===== src/rtl/cpu_pkg.sv =====
// Shared picoMIPS definitions: opcode map, ALU function select and the
// registered control word handed from decode to execute.
package cpu_pkg;

  localparam int I_W    = 16;
  localparam int OP_W   = 6;
  localparam int RA_W   = 3;
  localparam int IMM_W  = 8;
  localparam int IMM5_W = 5;

  localparam logic [OP_W-1:0] P_NOP                 = 6'h00;
  localparam logic [OP_W-1:0] P_ADDI                = 6'h01;
  localparam logic [OP_W-1:0] P_BRANCH_IF_SW8_CLEAR = 6'h02;
  localparam logic [OP_W-1:0] P_ADD                 = 6'h03;
  localparam logic [OP_W-1:0] P_OUTPUT              = 6'h04;
  localparam logic [OP_W-1:0] P_LOAD                = 6'h05;
  localparam logic [OP_W-1:0] P_MUL                 = 6'h06;
  localparam logic [OP_W-1:0] P_MUL_RR              = 6'h30;

  typedef enum logic [1:0] {
    ALU_PASS_A = 2'd0,
    ALU_ADD    = 2'd1,
    ALU_MUL    = 2'd2,
    ALU_PASS_B = 2'd3
  } aluFunc_t;

  typedef struct packed {
    logic [OP_W-1:0]  opcode;
    logic [RA_W-1:0]  rd;
    logic [RA_W-1:0]  rs;
    logic [RA_W-1:0]  rt;
    logic [IMM_W-1:0] imm;
    logic [IMM_W-1:0] branch_target;
    aluFunc_t         alu_func;
    logic             reg_write;
    logic             branch_en;
    logic             pc_incr;
    logic             load;
    logic             out;
    logic             src_a_is_rs;
    logic             src_b_is_imm;
    logic             src_b_is_sw;
    logic             illegal;
  } ctrl_word_t;

  localparam ctrl_word_t CTRL_NOP = '{
    opcode: '0, rd: '0, rs: '0, rt: '0, imm: '0, branch_target: '0,
    alu_func: ALU_PASS_A, reg_write: 1'b0, branch_en: 1'b0, pc_incr: 1'b1,
    load: 1'b0, out: 1'b0, src_a_is_rs: 1'b0, src_b_is_imm: 1'b0,
    src_b_is_sw: 1'b0, illegal: 1'b0
  };

  function automatic logic is_mul(input logic [OP_W-1:0] op);
    return (op == P_MUL) || (op == P_MUL_RR);
  endfunction

endpackage


===== src/rtl/decode_logic.sv =====
// Pure combinational picoMIPS decoder: raw instruction plus SW8 in, control
// word out. Unknown opcodes come out as the NOP word with illegal set.
module decode_logic
  import cpu_pkg::*;
#(
  parameter int IMM5_WIDTH = IMM5_W
) (
  input  logic [I_W-1:0] instr,
  input  logic           sw8,
  output ctrl_word_t     ctrl
);

  logic [OP_W-1:0] op;
  assign op = instr[I_W-1 -: OP_W];

  always_comb begin
    ctrl        = CTRL_NOP;
    ctrl.opcode = op;
    case (op)
      P_NOP: ;
      P_ADD: begin
        ctrl.rd          = instr[12:10];
        ctrl.rs          = instr[9:7];
        ctrl.rt          = instr[6:4];
        ctrl.alu_func    = ALU_ADD;
        ctrl.reg_write   = 1'b1;
        ctrl.src_a_is_rs = 1'b1;
      end
      P_ADDI: begin
        ctrl.rd           = instr[10:8];
        ctrl.rs           = instr[10:8];
        ctrl.imm          = instr[7:0];
        ctrl.alu_func     = ALU_ADD;
        ctrl.reg_write    = 1'b1;
        ctrl.src_a_is_rs  = 1'b1;
        ctrl.src_b_is_imm = 1'b1;
      end
      P_OUTPUT: begin
        ctrl.rs          = instr[10:8];
        ctrl.alu_func    = ALU_PASS_A;
        ctrl.out         = 1'b1;
        ctrl.src_a_is_rs = 1'b1;
      end
      P_LOAD: begin
        ctrl.rd          = instr[6:4];
        ctrl.rs          = instr[11:9];
        ctrl.alu_func    = ALU_PASS_B;
        ctrl.load        = 1'b1;
        ctrl.reg_write   = 1'b1;
        ctrl.src_b_is_sw = 1'b1;
      end
      P_MUL: begin
        // Accumulating form: the source register is also the destination.
        ctrl.rs           = instr[7:5];
        ctrl.rd           = instr[7:5];
        ctrl.imm          = IMM_W'(instr[IMM5_WIDTH-1:0]);
        ctrl.alu_func     = ALU_MUL;
        ctrl.reg_write    = 1'b1;
        ctrl.src_a_is_rs  = 1'b1;
        ctrl.src_b_is_imm = 1'b1;
      end
      P_MUL_RR: begin
        ctrl.rd          = instr[9:7];
        ctrl.rs          = instr[6:4];
        ctrl.rt          = instr[3:1];
        ctrl.alu_func    = ALU_MUL;
        ctrl.reg_write   = 1'b1;
        ctrl.src_a_is_rs = 1'b1;
      end
      P_BRANCH_IF_SW8_CLEAR: begin
        ctrl.branch_target = instr[7:0];
        ctrl.branch_en     = !sw8;
        ctrl.pc_incr       = sw8;
      end
      default: begin
        ctrl         = CTRL_NOP;
        ctrl.illegal = 1'b1;
      end
    endcase
  end

endmodule


===== src/rtl/decode_stage.sv =====
// Registered decode stage: skid buffer in front of a decoded output register,
// with MUL issue hold, taken-branch squash and flush.
module decode_stage
  import cpu_pkg::*;
#(
  parameter int I_WIDTH        = I_W,
  parameter int OPCODE_WIDTH   = OP_W,
  parameter int REG_ADDR_WIDTH = RA_W,
  parameter int IMM_WIDTH      = IMM_W,
  parameter int IMM5_WIDTH     = IMM5_W,
  parameter int BUF_DEPTH      = 2,
  parameter int MUL_CYCLES     = 2
) (
  input  logic                      clk,
  input  logic                      reset,
  input  logic                      in_valid,
  output logic                      in_ready,
  input  logic [I_WIDTH-1:0]        instr,
  input  logic                      SW8,
  input  logic                      flush,
  output logic                      out_valid,
  input  logic                      out_ready,
  output logic [OPCODE_WIDTH-1:0]   opcode,
  output logic [REG_ADDR_WIDTH-1:0] rd,
  output logic [REG_ADDR_WIDTH-1:0] rs,
  output logic [REG_ADDR_WIDTH-1:0] rt,
  output logic [IMM_WIDTH-1:0]      imm,
  output logic [IMM_WIDTH-1:0]      branch_target,
  output aluFunc_t                  ALUfunc,
  output logic                      reg_write,
  output logic                      branch_en,
  output logic                      PCincr,
  output logic                      load,
  output logic                      out,
  output logic                      aluSrcA_is_Rs,
  output logic                      aluSrcB_is_Imm,
  output logic                      aluSrcB_is_SW,
  output logic                      illegal,
  output logic                      busy
);

  localparam int PW = (BUF_DEPTH > 1) ? $clog2(BUF_DEPTH) : 1;
  localparam int CW = PW + 1;
  localparam int HW = $clog2(MUL_CYCLES + 1);

  logic [I_WIDTH-1:0] mem [BUF_DEPTH];
  logic [PW-1:0]      wr_ptr, rd_ptr;
  logic [CW-1:0]      count, pop_n;
  logic [HW-1:0]      hold_cnt;
  logic               out_valid_q;
  ctrl_word_t         ctrl_q, dec;
  logic [I_WIDTH-1:0] ld_instr;
  logic empty, full, in_fire, drain, mul_drain, load_en, ld_fire, bypass, taken, push;

  assign empty     = (count == '0);
  assign full      = (count == CW'(BUF_DEPTH));
  assign in_ready  = !full && (hold_cnt == '0);
  assign in_fire   = in_valid && in_ready;
  assign drain     = out_valid_q && out_ready;
  assign mul_drain = drain && is_mul(ctrl_q.opcode) && (MUL_CYCLES > 1);

  // The last hold cycle may already refill the output so the next word
  // appears as soon as the hold ends.
  assign load_en   = (hold_cnt <= HW'(1)) && (!out_valid_q || out_ready) && !mul_drain;
  assign bypass    = load_en && empty && in_fire;
  assign ld_fire   = load_en && (!empty || in_fire);
  assign ld_instr  = empty ? instr : mem[rd_ptr];

  decode_logic #(.IMM5_WIDTH(IMM5_WIDTH)) u_dec (
    .instr (ld_instr),
    .sw8   (SW8),
    .ctrl  (dec)
  );

  assign taken = ld_fire && dec.branch_en;

  // A taken branch kills the entry behind it and anything arriving this cycle.
  always_comb begin
    push  = in_fire && !bypass && !taken;
    pop_n = '0;
    if (ld_fire && !empty)
      pop_n = (taken && count >= CW'(2)) ? CW'(2) : CW'(1);
  end

  always_ff @(posedge clk) begin
    if (push) mem[wr_ptr] <= instr;
  end

  always_ff @(posedge clk) begin
    if (reset) begin
      wr_ptr      <= '0;
      rd_ptr      <= '0;
      count       <= '0;
      out_valid_q <= 1'b0;
      hold_cnt    <= '0;
      ctrl_q      <= CTRL_NOP;
    end else if (flush) begin
      wr_ptr      <= '0;
      rd_ptr      <= '0;
      count       <= '0;
      out_valid_q <= 1'b0;
      hold_cnt    <= '0;
    end else begin
      if (push) wr_ptr <= wr_ptr + PW'(1);
      rd_ptr <= rd_ptr + PW'(pop_n);
      count  <= count + CW'(push) - pop_n;
      if (ld_fire) begin
        ctrl_q      <= dec;
        out_valid_q <= 1'b1;
      end else if (drain) begin
        out_valid_q <= 1'b0;
      end
      if (mul_drain)            hold_cnt <= HW'(MUL_CYCLES - 1);
      else if (hold_cnt != '0)  hold_cnt <= hold_cnt - HW'(1);
    end
  end

  assign out_valid      = out_valid_q;
  assign opcode         = ctrl_q.opcode;
  assign rd             = ctrl_q.rd;
  assign rs             = ctrl_q.rs;
  assign rt             = ctrl_q.rt;
  assign imm            = ctrl_q.imm;
  assign branch_target  = ctrl_q.branch_target;
  assign ALUfunc        = ctrl_q.alu_func;
  assign reg_write      = ctrl_q.reg_write;
  assign branch_en      = ctrl_q.branch_en;
  assign PCincr         = ctrl_q.pc_incr;
  assign load           = ctrl_q.load;
  assign out            = ctrl_q.out;
  assign aluSrcA_is_Rs  = ctrl_q.src_a_is_rs;
  assign aluSrcB_is_Imm = ctrl_q.src_b_is_imm;
  assign aluSrcB_is_SW  = ctrl_q.src_b_is_sw;
  assign illegal        = ctrl_q.illegal;
  assign busy           = !empty || (hold_cnt != '0);

endmodule


===== config.mk =====
export PLATFORM = sky130hd
export DESIGN_NAME = decode_stage
export DESIGN_NICKNAME = d
export VERILOG_FILES = /design/src/rtl/cpu_pkg.sv /design/src/rtl/decode_logic.sv /design/src/rtl/decode_stage.sv
export SDC_FILE = /design/constraint.sdc
export NUM_CORES = 1
export LEC_CHECK = 0
export ABC_AREA = 1
export CAP_MARGIN = 20
export CORE_MARGIN = 2
export CORE_UTILIZATION = 50
export DETAILED_ROUTE_END_ITERATION = 12
export PLACE_DENSITY = 0.8
export SETUP_SLACK_MARGIN = 0.15
export SLEW_MARGIN = 30
export SYNTH_ARGS = -nofsm -noshare
export SYNTH_HDL_FRONTEND = slang
export SYNTH_SLANG_ARGS = --single-unit

===== constraint.sdc =====
create_clock -name clk -period 5.55 [get_ports clk]
set_input_delay 0.555 -clock clk [delete_from_list [all_inputs] [get_ports clk]]
set_output_delay 0.555 -clock clk [all_outputs]
set_load 0.01 [all_outputs]

==> metrics.csv <==
metric;value;unit
die_h;92.1;microns
fill_cells;666;
fp.dieArea;8480;sq um
gp_congestion;0.928;
synth_area;3880;sq um
grt_pass1_wl;15.2;mm
grt_max_degree;42;
cts_num_sinks;80;
ioPinCount;67;
leakagePower;1.89;nW
cp.required;5.79;ns
drv_cap;0;
cts-resized-gates;0;
drv_slew;0;
final.setup.tns;0;ns
skew;0.0121;ns
yosysMostFrequentCell;nand2_1;
die_width;92.1;microns
rows;32;
hpwl;6.67;mm
vdd_drop_max;0.000178;V
cts_tree;built;
synthArstFlopShare;0;%
drc;0;
rsz0062_at_grt;false;
clkLatencyLatePin;0.35;ns
synth_top_family_by_area;simple AND/OR/NAND/NOR gates;
min_path_type;flop to flop;
hold_violations;0;
final_nets;547;
dr.pass1.iters;5;
slew_headroom;54.4;%
synth_compound_area_share;12.6;%
synthFlopType;dfxtp_1;
hold_buffers;0;
drt_iter0_markers;212;
routed_wirelength;9.28;mm
period_needed;3.22;ns
synthToLayoutAreaGrowth;21.7;%
drive_gt1_share;13.5;%
wl_per_cell;14.8;microns
final_cells;627;
crit_type;flop to flop;
track_usage;22.7;%
synth_nets;486;
grt_antenna_before_repair;0;
max_freq;311;MHz
gr-total-overflow;0;
worst_setup_path_start_kind;flop;
synth-xor-area-share;0.452;%
port_buffers;66;
p_per_area;255;nW/um^2
yosysSeqAreaShare;49.6;%
synth_edf_count;32;
cts.clk_slew.worst_paths;0.08;ns
yosys_warnings;0;
dp_cells;612;
start_util;51.0;%
synthTopCellsByArea;dfxtp_1 (25%), edfxtp_1 (25%), nand2_1 (12%);
timing.hold.ws;0.458;ns
fin_ws;2.33;ns
pre_cts_ws;2.41;ns
worst_setup_path_end_kind;flop;
core;7610;sq um
vias;3343;
synth_area_per_cell;8.43;sq um
status;finished clean;
viasPerCell;5.33;
arrival;3.45;ns
yosys.area.top_type_share;24.8;%
cts_root_buf;clkbuf_8;
postCtsSetupRepairBufs;0;
syn-instance-count;460;
muxShareOfSynthArea;0;%
grt_pass1_vias;3235;
numCtsBuffers;9;
synth-seq-cells;80;
diodes;0;
finalSetupViolCount;0;
htreeDepth;3;
synth_fa_ha_area_share;1.29;%
post-route-period-util;58.0;%
cts_buffer_depth;2;
synthTopCellsByCount;nand2_1 (119), dfxtp_1 (48), a21oi_1 (39), inv_1 (37), nand3_1 (35);
cp_max_fo;18;
ant_nets;0;
synth-simple-area-share;28.1;%
synth_cell_types;41;
yosys.area.top_type;dfxtp_1;
worstMarginPinSlew;0.679;ns
==> path summary, 6_finish.rpt <==
check              start        to  slack (ns)  cells after the start
hold / removal    PCincr    PCincr        0.46                      2
hold reg to reg   PCincr    PCincr        0.46                      2
setup / recovery  rd_ptr  count[1]        2.33                     17
setup reg to reg  rd_ptr  count[1]        2.33                     17
==> stage by stage <==
stage	utilization (%)	power [mW]	area [sq um]
2_1_floorplan	-	0.779	3880
3_3_place_gp	60.0	0.837	4560
3_5_place_dp	60.0	0.842	4560
4_1_cts	62.1	1.20	4720
5_1_grt	62.1	1.25	4720
6_report	62.1	1.20	4720
==> cells in the final DEF (no fill, tap or decap), drive strengths merged <==
cell type and n:
ha 4, nand2 139, xor2 2, a21oi 41, nand3 41, a31oi 1
buf 3, nand4 1, o22ai 2, inv 48, nor3b 1, clkinv 4
dfxtp 48, nor3 3, o21a 4, clkdlybuf4s50 66, o21ai 32, or2 4
clkbuf 11, edfxtp 32, o21bai 2, o211ai 5, nor2 31
==> critical path, stage by stage, from the launching register on <==
cell and delay [ns]:
dfxtp_1 0.76, inv_2 0.30, nand2_1 0.18, nand3_1 0.09, nand2_1 0.14, nand2_4 0.09, nor2_4 0.14, nand2_2 0.07
clkinv_2 0.14, nand2_2 0.09, o21ai_2 0.16, inv_2 0.05, ha_1 0.27, inv_1 0.06, ha_1 0.14, xor2_1 0.18
nand3_1 0.09, nor3b_2 0.15
==> registers in the layout (all words and copies together), names as in the netlist, 2 cells and up <==
signal	flops
rs	3
branch_target	8
rd	3
count	2
imm	8
opcode	6
rt	3
ALUfunc	2
hold_cnt	2
mem	32
==> per-layer routing <==
| metal | GRT usage, % | routed length, microns |
|---|---|---|
| met1 | 29.3 | 4080 |
| met3 | 5.67 | 511 |
| met2 | 36.6 | 4500 |
| met4 | 8.96 | 194 |
| met5 | 0 | 0 |
==> final cells by class <==
class	instances	area [sq um]	area share, %
clock buffers	11	136	2.89
clock inverters	4	21.3	0.451
inverters	48	184	3.90
multi-input cells	313	1650	34.9
flip-flops and latches	80	1920	40.7
well taps	102	128	2.70
repair buffers	69	683	14.5
==> where the power goes <==
group          internal, mW  switching (mW)
combinational        0.0691           0.127
sequential            0.626         0.00872
clock                 0.165           0.207
==> cell families after synthesis <==
logic type | Yosys count
XOR/XNOR | 2
flip-flops | 80
adder cells (fa/ha/maj) | 4
buffers and inverters | 67
AND/OR/NAND/NOR | 220
AO/OA/AOI/OAI | 87
(Power assumes the default switching activity.)
